<file path="src/rtl/srl_delay_probe.sv">
// srl_delay_probe: flushes a delay line, injects a one-cycle marker and measures cycles until it echoes back.
// Optional feature macro SRL_PROBE_WIDTH_CHECK_EN adds a CHECK state and the owidth_err output.
module srl_delay_probe #(
    parameter int MAX_LAT = 255,
    parameter int LAT_W   = 8
) (
    input  logic             iclk,
    input  logic             irst_n,
    input  logic             istart,
    output logic             oprobe,
    input  logic             iecho,
    output logic             obusy,
    output logic             odone,
    output logic [LAT_W-1:0] olat,
    output logic             otimeout,
`ifdef SRL_PROBE_WIDTH_CHECK_EN
    output logic             owidth_err,
`endif
    output logic             ostuck
);

    localparam int CW = LAT_W + 2;
    localparam logic [CW-1:0] QUIET_END = CW'(MAX_LAT);
    localparam logic [CW-1:0] FLUSH_END = CW'(4 * (MAX_LAT + 1) - 1);
    localparam logic [LAT_W-1:0] LAT_END = LAT_W'(MAX_LAT);

    typedef enum logic [2:0] {
        IDLE,
        FLUSH,
        FIRE,
        WAIT,
`ifdef SRL_PROBE_WIDTH_CHECK_EN
        CHECK,
`endif
        DONE
    } state_t;

`ifdef SRL_PROBE_WIDTH_CHECK_EN
    localparam state_t ECHO_NEXT = CHECK;
`else
    localparam state_t ECHO_NEXT = DONE;
`endif

    state_t state, state_d;
    logic [CW-1:0] quiet_cnt, flush_cnt;
    logic [LAT_W-1:0] lat_cnt;
    logic counting;

    assign counting = (state == FIRE) || (state == WAIT);
    assign obusy = (state != IDLE) && (state != DONE);
    assign odone = state == DONE;

    // State register; reset abandons any measurement in progress.
    always_ff @(posedge iclk or negedge irst_n) begin
        if (!irst_n) state <= IDLE;
        else state <= state_d;
    end

    // Next state: quiet line wins over the stuck limit, echo wins over timeout.
    always_comb begin
        state_d = state;
        case (state)
            IDLE:    state_d = istart ? FLUSH : IDLE;
            FLUSH:   state_d = (!iecho && quiet_cnt == QUIET_END) ? FIRE :
                               (flush_cnt == FLUSH_END) ? DONE : FLUSH;
            FIRE:    state_d = iecho ? ECHO_NEXT : WAIT;
            WAIT:    state_d = iecho ? ECHO_NEXT : (lat_cnt == LAT_END) ? DONE : WAIT;
`ifdef SRL_PROBE_WIDTH_CHECK_EN
            CHECK:   state_d = DONE;
`endif
            DONE:    state_d = IDLE;
            default: state_d = IDLE;
        endcase
    end

    // Marker drive is registered so it is high for exactly the FIRE cycle.
    always_ff @(posedge iclk or negedge irst_n) begin
        if (!irst_n) oprobe <= 1'b0;
        else oprobe <= state_d == FIRE;
    end

    // Flush and latency counters; lat_cnt is 0 in FIRE and k in the k-th WAIT cycle.
    always_ff @(posedge iclk or negedge irst_n) begin
        if (!irst_n) begin
            quiet_cnt <= '0;
            flush_cnt <= '0;
            lat_cnt   <= '0;
        end else begin
            quiet_cnt <= (state == FLUSH && !iecho) ? quiet_cnt + 1'b1 : '0;
            flush_cnt <= (state == FLUSH) ? flush_cnt + 1'b1 : '0;
            lat_cnt   <= counting ? lat_cnt + 1'b1 : '0;
        end
    end

    // Result registers: cleared on an accepted start, then held until the next one.
    always_ff @(posedge iclk or negedge irst_n) begin
        if (!irst_n) begin
            olat     <= '0;
            otimeout <= 1'b0;
            ostuck   <= 1'b0;
        end else if (state == IDLE && istart) begin
            olat     <= '0;
            otimeout <= 1'b0;
            ostuck   <= 1'b0;
        end else begin
            if (counting && iecho) olat <= lat_cnt;
            if (state == WAIT && !iecho && lat_cnt == LAT_END) otimeout <= 1'b1;
            if (state == FLUSH && state_d == DONE) ostuck <= 1'b1;
        end
    end

`ifdef SRL_PROBE_WIDTH_CHECK_EN
    // A marker still present one cycle after its echo means a stretched or stuck output.
    always_ff @(posedge iclk or negedge irst_n) begin
        if (!irst_n) owidth_err <= 1'b0;
        else if (state == IDLE && istart) owidth_err <= 1'b0;
        else if (state == CHECK && iecho) owidth_err <= 1'b1;
    end
`endif

endmodule

</file>
<file path="config.mk">
export PLATFORM = sky130hd
export DESIGN_NAME = srl_delay_probe
export DESIGN_NICKNAME = d
export VERILOG_FILES = /design/src/rtl/srl_delay_probe.sv
export SDC_FILE = /design/constraint.sdc
export NUM_CORES = 1
export LEC_CHECK = 0
export ABC_AREA = 1
export CELL_PAD_IN_SITES_DETAIL_PLACEMENT = 0
export CELL_PAD_IN_SITES_GLOBAL_PLACEMENT = 1
export CORE_MARGIN = 4
export CORE_UTILIZATION = 42
export DETAILED_ROUTE_END_ITERATION = 10
export HOLD_SLACK_MARGIN = 0.1
export PLACE_DENSITY_LB_ADDON = 0.1
export SYNTH_ARGS = -nofsm -noshare
export SYNTH_HDL_FRONTEND = slang
export SYNTH_SLANG_ARGS = --single-unit
</file>
<file path="constraint.sdc">
create_clock -name iclk -period 1.6 [get_ports iclk]
set_input_delay 0.16 -clock iclk [delete_from_list [all_inputs] [get_ports iclk]]
set_output_delay 0.16 -clock iclk [all_outputs]
set_load 0.005 [all_outputs]
</file>
# Word level (Yosys, flattened, before mapping)
# Cells that the tools add are included.
[classes]
n_addsub = 3
multipliers = 0
div_mod_pow = 0
magnitude_cmp = 0
eq_ne = 10
shifts = 0
muxes = 16
n_bitwise = 0
reduce_logical = 15
[op_table]
columns = ["operator", "count"]
rows = [
  ["$mux W8", 3],
  ["$add A10 B1 Y10 const B", 2],
  ["$mux W10", 2],
  ["$mux W3", 5],
  ["$pmux W3 S4", 1],
  ["$eq A10 B10 Y1 const B", 1],
  ["$eq A10 B8 Y1 const B", 1],
  ["$eq A3 B2 Y1 const B", 3],
  ["$add A8 B1 Y8 const B", 1],
  ["$eq A8 B8 Y1 const B", 1],
  ["$logic_and A1 B1 Y1", 8],
  ["$eq A3 B3 Y1 const B", 2],
  ["$reduce_bool A2 Y1", 3],
  ["$mux W1", 5],
  ["$eq A3 B1 Y1 const B", 1],
  ["$logic_not A3 Y1", 1],
  ["$ne A3 B3 Y1 const B", 1],
  ["$reduce_bool A3 Y1", 1],
  ["$logic_not A1 Y1", 1],
  ["$logic_or A1 B1 Y1", 1],
]
[word_totals]
ff_bits = 42
latchBits = 0
ram_bits = 0
rom_bits = 0
inputBits = 4
output_inout_bits = 13
word_cells = 52
mem_count = 0

# Longest topological paths before layout
[logic_depth]
ltp_word = 8
depth_mapped = 8
depth_no_buf = 8

# Worst setup path after synthesis
# Ideal clock, no wire load.
[synth_path]
kind = "register to register"
start = "register quiet_cnt[0]"
end = "register ostuck"
setup_time_ps = 120
t_arrival_ps = 1086
t_required_ps = 1480
setup_slack_ps = 394
stages_incl_launch_ff = 7
path_buffers = 0
period_less_slack_ps = 1206
cell_sequence = "dfrtp_1 > ha_1 > nand3_1 > inv_1 > nand3_2 > nand3b_1 > nand2_1"
[synth_between]
elab_chain_len = 7
[synth_lines]
columns = ["item", "line", "source"]
rows = [
  ["start, declared", "45", "logic [CW-1:0] quiet_cnt, flush_cnt;"],
  ["start signal, assigned", "89", "quiet_cnt <= (state == FLUSH && !iecho) ? quiet_cnt + 1'b1 : '0;"],
  ["$eq A10 B8 Y1", "64", "FLUSH: state_d = (!iecho && quiet_cnt == QUIET_END) ? FIRE :"],
  ["$logic_and A1 B1 Y1", "64", ""],
  ["$mux W3", "64", ""],
  ["$pmux W3 S4", "62", "case (state)"],
  ["$eq A3 B3 Y1", "108", "if (state == FLUSH && state_d == DONE) ostuck <= 1'b1;"],
  ["$logic_and A1 B1 Y1", "108", ""],
  ["$reduce_bool A2 Y1 (no source line)", "n/a", ""],
  ["end signal, assigned", "100", "ostuck <= 1'b0;"],
  ["end signal, assigned", "104", "ostuck <= 1'b0;"],
  ["end signal, assigned", "108", ""],
  ["end, declared", "19", "output logic ostuck"],
]
# Every way passes these cells.
# A chain may end at the register's enable or synchronous reset.

# Worst setup path after layout
[layout_path]
start = "register state[0]"
end = "output port obusy"
[layout_between]
elab_chain_len = 2
word_cells_on_any_way = 3
classes_between = "eq/ne (1); reduce/logical (2)"
[layout_lines]
columns = ["item", "line", "source"]
rows = [
  ["start, declared", "44", "state_t state, state_d;"],
  ["start signal, assigned", "56", "else state <= state_d;"],
  ["$ne A3 B3 Y1 or $reduce_bool A3 Y1 (tied branches)", "50", "assign obusy = (state != IDLE) && (state != DONE);"],
  ["$logic_and A1 B1 Y1 (*)", "50", ""],
  ["end, declared", "12", "output logic obusy,"],
]
# Every way passes the cells marked *; elsewhere a longest branch is shown, timed or not.

==> results.sh <==
export IMPL_dr_pass1_iters=4
export IMPL_syn_inst=239
export IMPL_cts_buffers=5
export IMPL_ys_seq_area_share_pct=52.57
export IMPL_p_int_mw=1.578
export IMPL_portBuffers=16
export IMPL_ir_drop_mv=0.3873
export IMPL_grt_pass1_wl_um=6920
export IMPL_synth_edf_count=0
export IMPL_die_h_um=77.00
export IMPL_clkTransAtPathRegs_ps=80
export IMPL_switchingPower_uw=583.3
export IMPL_grt_max_degree=23
export IMPL_placed_cells=308
export IMPL_grt_setup_unrepaired="no"
export IMPL_ys_ff_latch=42
export IMPL_core_sq_mm=0.004474
export IMPL_power_density_mw_per_mm2=921.8
export IMPL_clock_sinks=42
export IMPL_routed_wl_um=3936
export IMPL_worst_pin_slew_ps=364.9
export IMPL_worstHoldPathType="input port to async pin"
export IMPL_dieArea_sq_mm=0.005928
export IMPL_cts_root_buf="clkbuf_8"
export IMPL_power_mw=2.161
export IMPL_drt_iter0_drc=86
export IMPL_syn_area_sq_mm=0.001999
export IMPL_num_vias=1559
export IMPL_fin_skew_ps=9.441
export IMPL_diodes=0
export IMPL_max_freq_mhz=691.9
export IMPL_setup_violations=0
export IMPL_clk_latency_ps=300
export IMPL_fin_crit_ps=1445
export IMPL_cap_violations=0
export IMPL_setup_worst_path_end_class="output port"
export IMPL_whs_ps=359.5
export IMPL_max_slew_margin_pct=75.61
export IMPL_grt_usage_pct=14.49
export IMPL_fillers=428
export IMPL_final_cells=319
export IMPL_slew_viol_final=0
export IMPL_drive_gt1_share_pct=12.73
export IMPL_multi_input_area_sq_um=815.8
export IMPL_crit_required_ps=1440
export IMPL_gr_total_overflow=0
export IMPL_cts_tree="built"
export IMPL_gp_congestion=0.7462
export IMPL_drt_vias_per_instance=4.887
export IMPL_antenna_found_initial=0
export IMPL_async_reset_ff_share_pct=100.0
export IMPL_power_frac_seq_pct=55.4
export IMPL_criticalPathCategory="register to output port"
export IMPL_p_leak_nw=1.097
export IMPL_ant_nets=0
export IMPL_syn_to_final_growth_pct=17.27
export IMPL_finalHoldViolCount=0
export IMPL_hpwl_um=2838
export IMPL_rows=24
export IMPL_combinationalPowerShare_pct=11.7
export IMPL_syn_nets=246
export IMPL_synth_cell_type_count=28
export IMPL_p_sw_share_pct=26.99
export IMPL_cp_max_fo=3
export IMPL_synthFlopType="dfrtp_1"
export IMPL_timing_setup_tns_ps=0
export IMPL_status="finished, final reports clean"
export IMPL_start_kind="register"
export IMPL_period_share_pct=90.33
export IMPL_arrival_ps=1290
export IMPL_io_pins=17
export IMPL_clkPwrFrac_pct=32.8
export IMPL_wl_per_cell_um=12.34
export IMPL_nNetsFinal=273
export IMPL_clk_path_buf_depth=2
export IMPL_die_x_um=77.00
export IMPL_grt_pass1_vias=1446
export IMPL_drc_errors=0
export IMPL_synth_warnings=0
export IMPL_htreeDepth=2
export IMPL_start_util_pct=44.69
export IMPL_layout_area_seq_sq_mm=0.001051
export IMPL_avgSynthCellArea_sq_um=8.366
[cells in the final DEF, fill, tap and decap left out, drive strengths merged]
cell           Yosys  final
clkbuf             0      7
o31ai              1      1
clkdlybuf4s50      0     14
dlygate4sd3        0      1
xor2               1      1
nor2              48     48
clkinv             0      1
ha                 3      3
dlymetal6s2s       0      1
o21ai             12     12
or2                1      1
nand3b             1      1
nor3               7      7
o22ai              1      1
a21oi             11     11
buf                4      8
dfrtp             42     42
o21a               1      1
inv               27     27
nand3             27     27
nand2             48     48
nand4              3      3
o21bai             1      1
[power groups by stage]
stage	logic (mW)	clock network (mW)	registers, mW
2_1_floorplan	0.177	0	1.20
3_3_place_gp	0.249	0	1.22
3_5_place_dp	0.251	0	1.22
4_1_cts	0.259	0.737	1.20
5_1_grt	0.294	0.779	1.21
6_report	0.253	0.710	1.20
[worst max-delay path, stage by stage, from the launching register on]
cell             delay, ps
dfrtp_1                370
inv_2                   60
nand2_1                 70
clkdlybuf4s50_1        500
[cell type report]
class,instances,area share (%)
Clock inverter,1,0.2134
Sequential cell,42,44.82
Inverter,27,4.322
Timing Repair Buffer,24,9.392
Multi-Input combinational cell,166,34.79
Clock buffer,7,3.682
Tap cell,52,2.775
[cells in the mapped netlist, types with 2 or more instances]
cell | count | area share (%)
nand2_2 | 2 | 0.63
o21ai_1 | 4 | 1.0
nand2_1 | 46 | 8.6
dfrtp_1 | 42 | 53
ha_1 | 3 | 1.9
o21ai_0 | 8 | 2.0
nor2_4 | 3 | 1.7
inv_1 | 22 | 4.1
nor2_2 | 5 | 1.6
inv_2 | 5 | 0.94
a21oi_1 | 11 | 2.8
buf_4 | 2 | 0.75
nor3_1 | 6 | 1.5
nand3_1 | 25 | 6.3
nor2_1 | 40 | 7.5
nand4_1 | 3 | 0.94
[sequential cells by signal, summed over array words and instances (netlist names)]
signal	cells
olat	8
otimeout	1
flush_cnt	10
ostuck	1
state	3
lat_cnt	8
quiet_cnt	10
oprobe	1
[repair_timing]
action                                 CTS  global route
cloned                                   0             0
hold buffers                             1             0
setup buffers                            2             0
resized for setup                        1             1
endpoints found under the hold margin   42             0
setup endpoints to repair                1             1
[worst paths after layout]
check                             start      endpoint  slack, ps  depth (start not counted)
setup / recovery               state[0]         obusy        150                          3
hold / removal                   irst_n  flush_cnt[6]        360                          3
setup reg to reg           quiet_cnt[0]      state[2]        180                          6
hold reg to reg                  ostuck        ostuck        490                          2
max in group asynchronous        irst_n    lat_cnt[7]       1000                          3
min in group iclk                ostuck        ostuck        490                          2
[routing by layer]
layer	track usage [%]	routed length, um
met5	0	0
met4	5.160	61
met3	3.630	115
met2	19.86	1641
met1	21.91	2118
[metrics by stage]
stage                     instance area (sq um)  setup slack [ps]  utilization (%)
after floorplan                            1999             394.0                -
after global placement                     2226             199.4            49.75
after detailed placement                   2226             184.6            49.75
after CTS                                  2342             23.34            52.35
after global routing                       2345             35.11            52.40
final                                      2345             154.6            52.40
[logic make-up after synthesis]
| family | count (synthesis) | synth area share (%) |
|---|---|---|
| AND/OR/NAND/NOR | 135 | 31.29 |
| adder cells (fa/ha/maj) | 3 | 1.878 |
| flip-flops | 42 | 52.57 |
| buffers and inverters | 31 | 6.633 |
| AO/OA/AOI/OAI | 27 | 7.197 |
| XOR/XNOR | 1 | 0.4381 |
No activity file was read; power rests on OpenSTA's default activity.
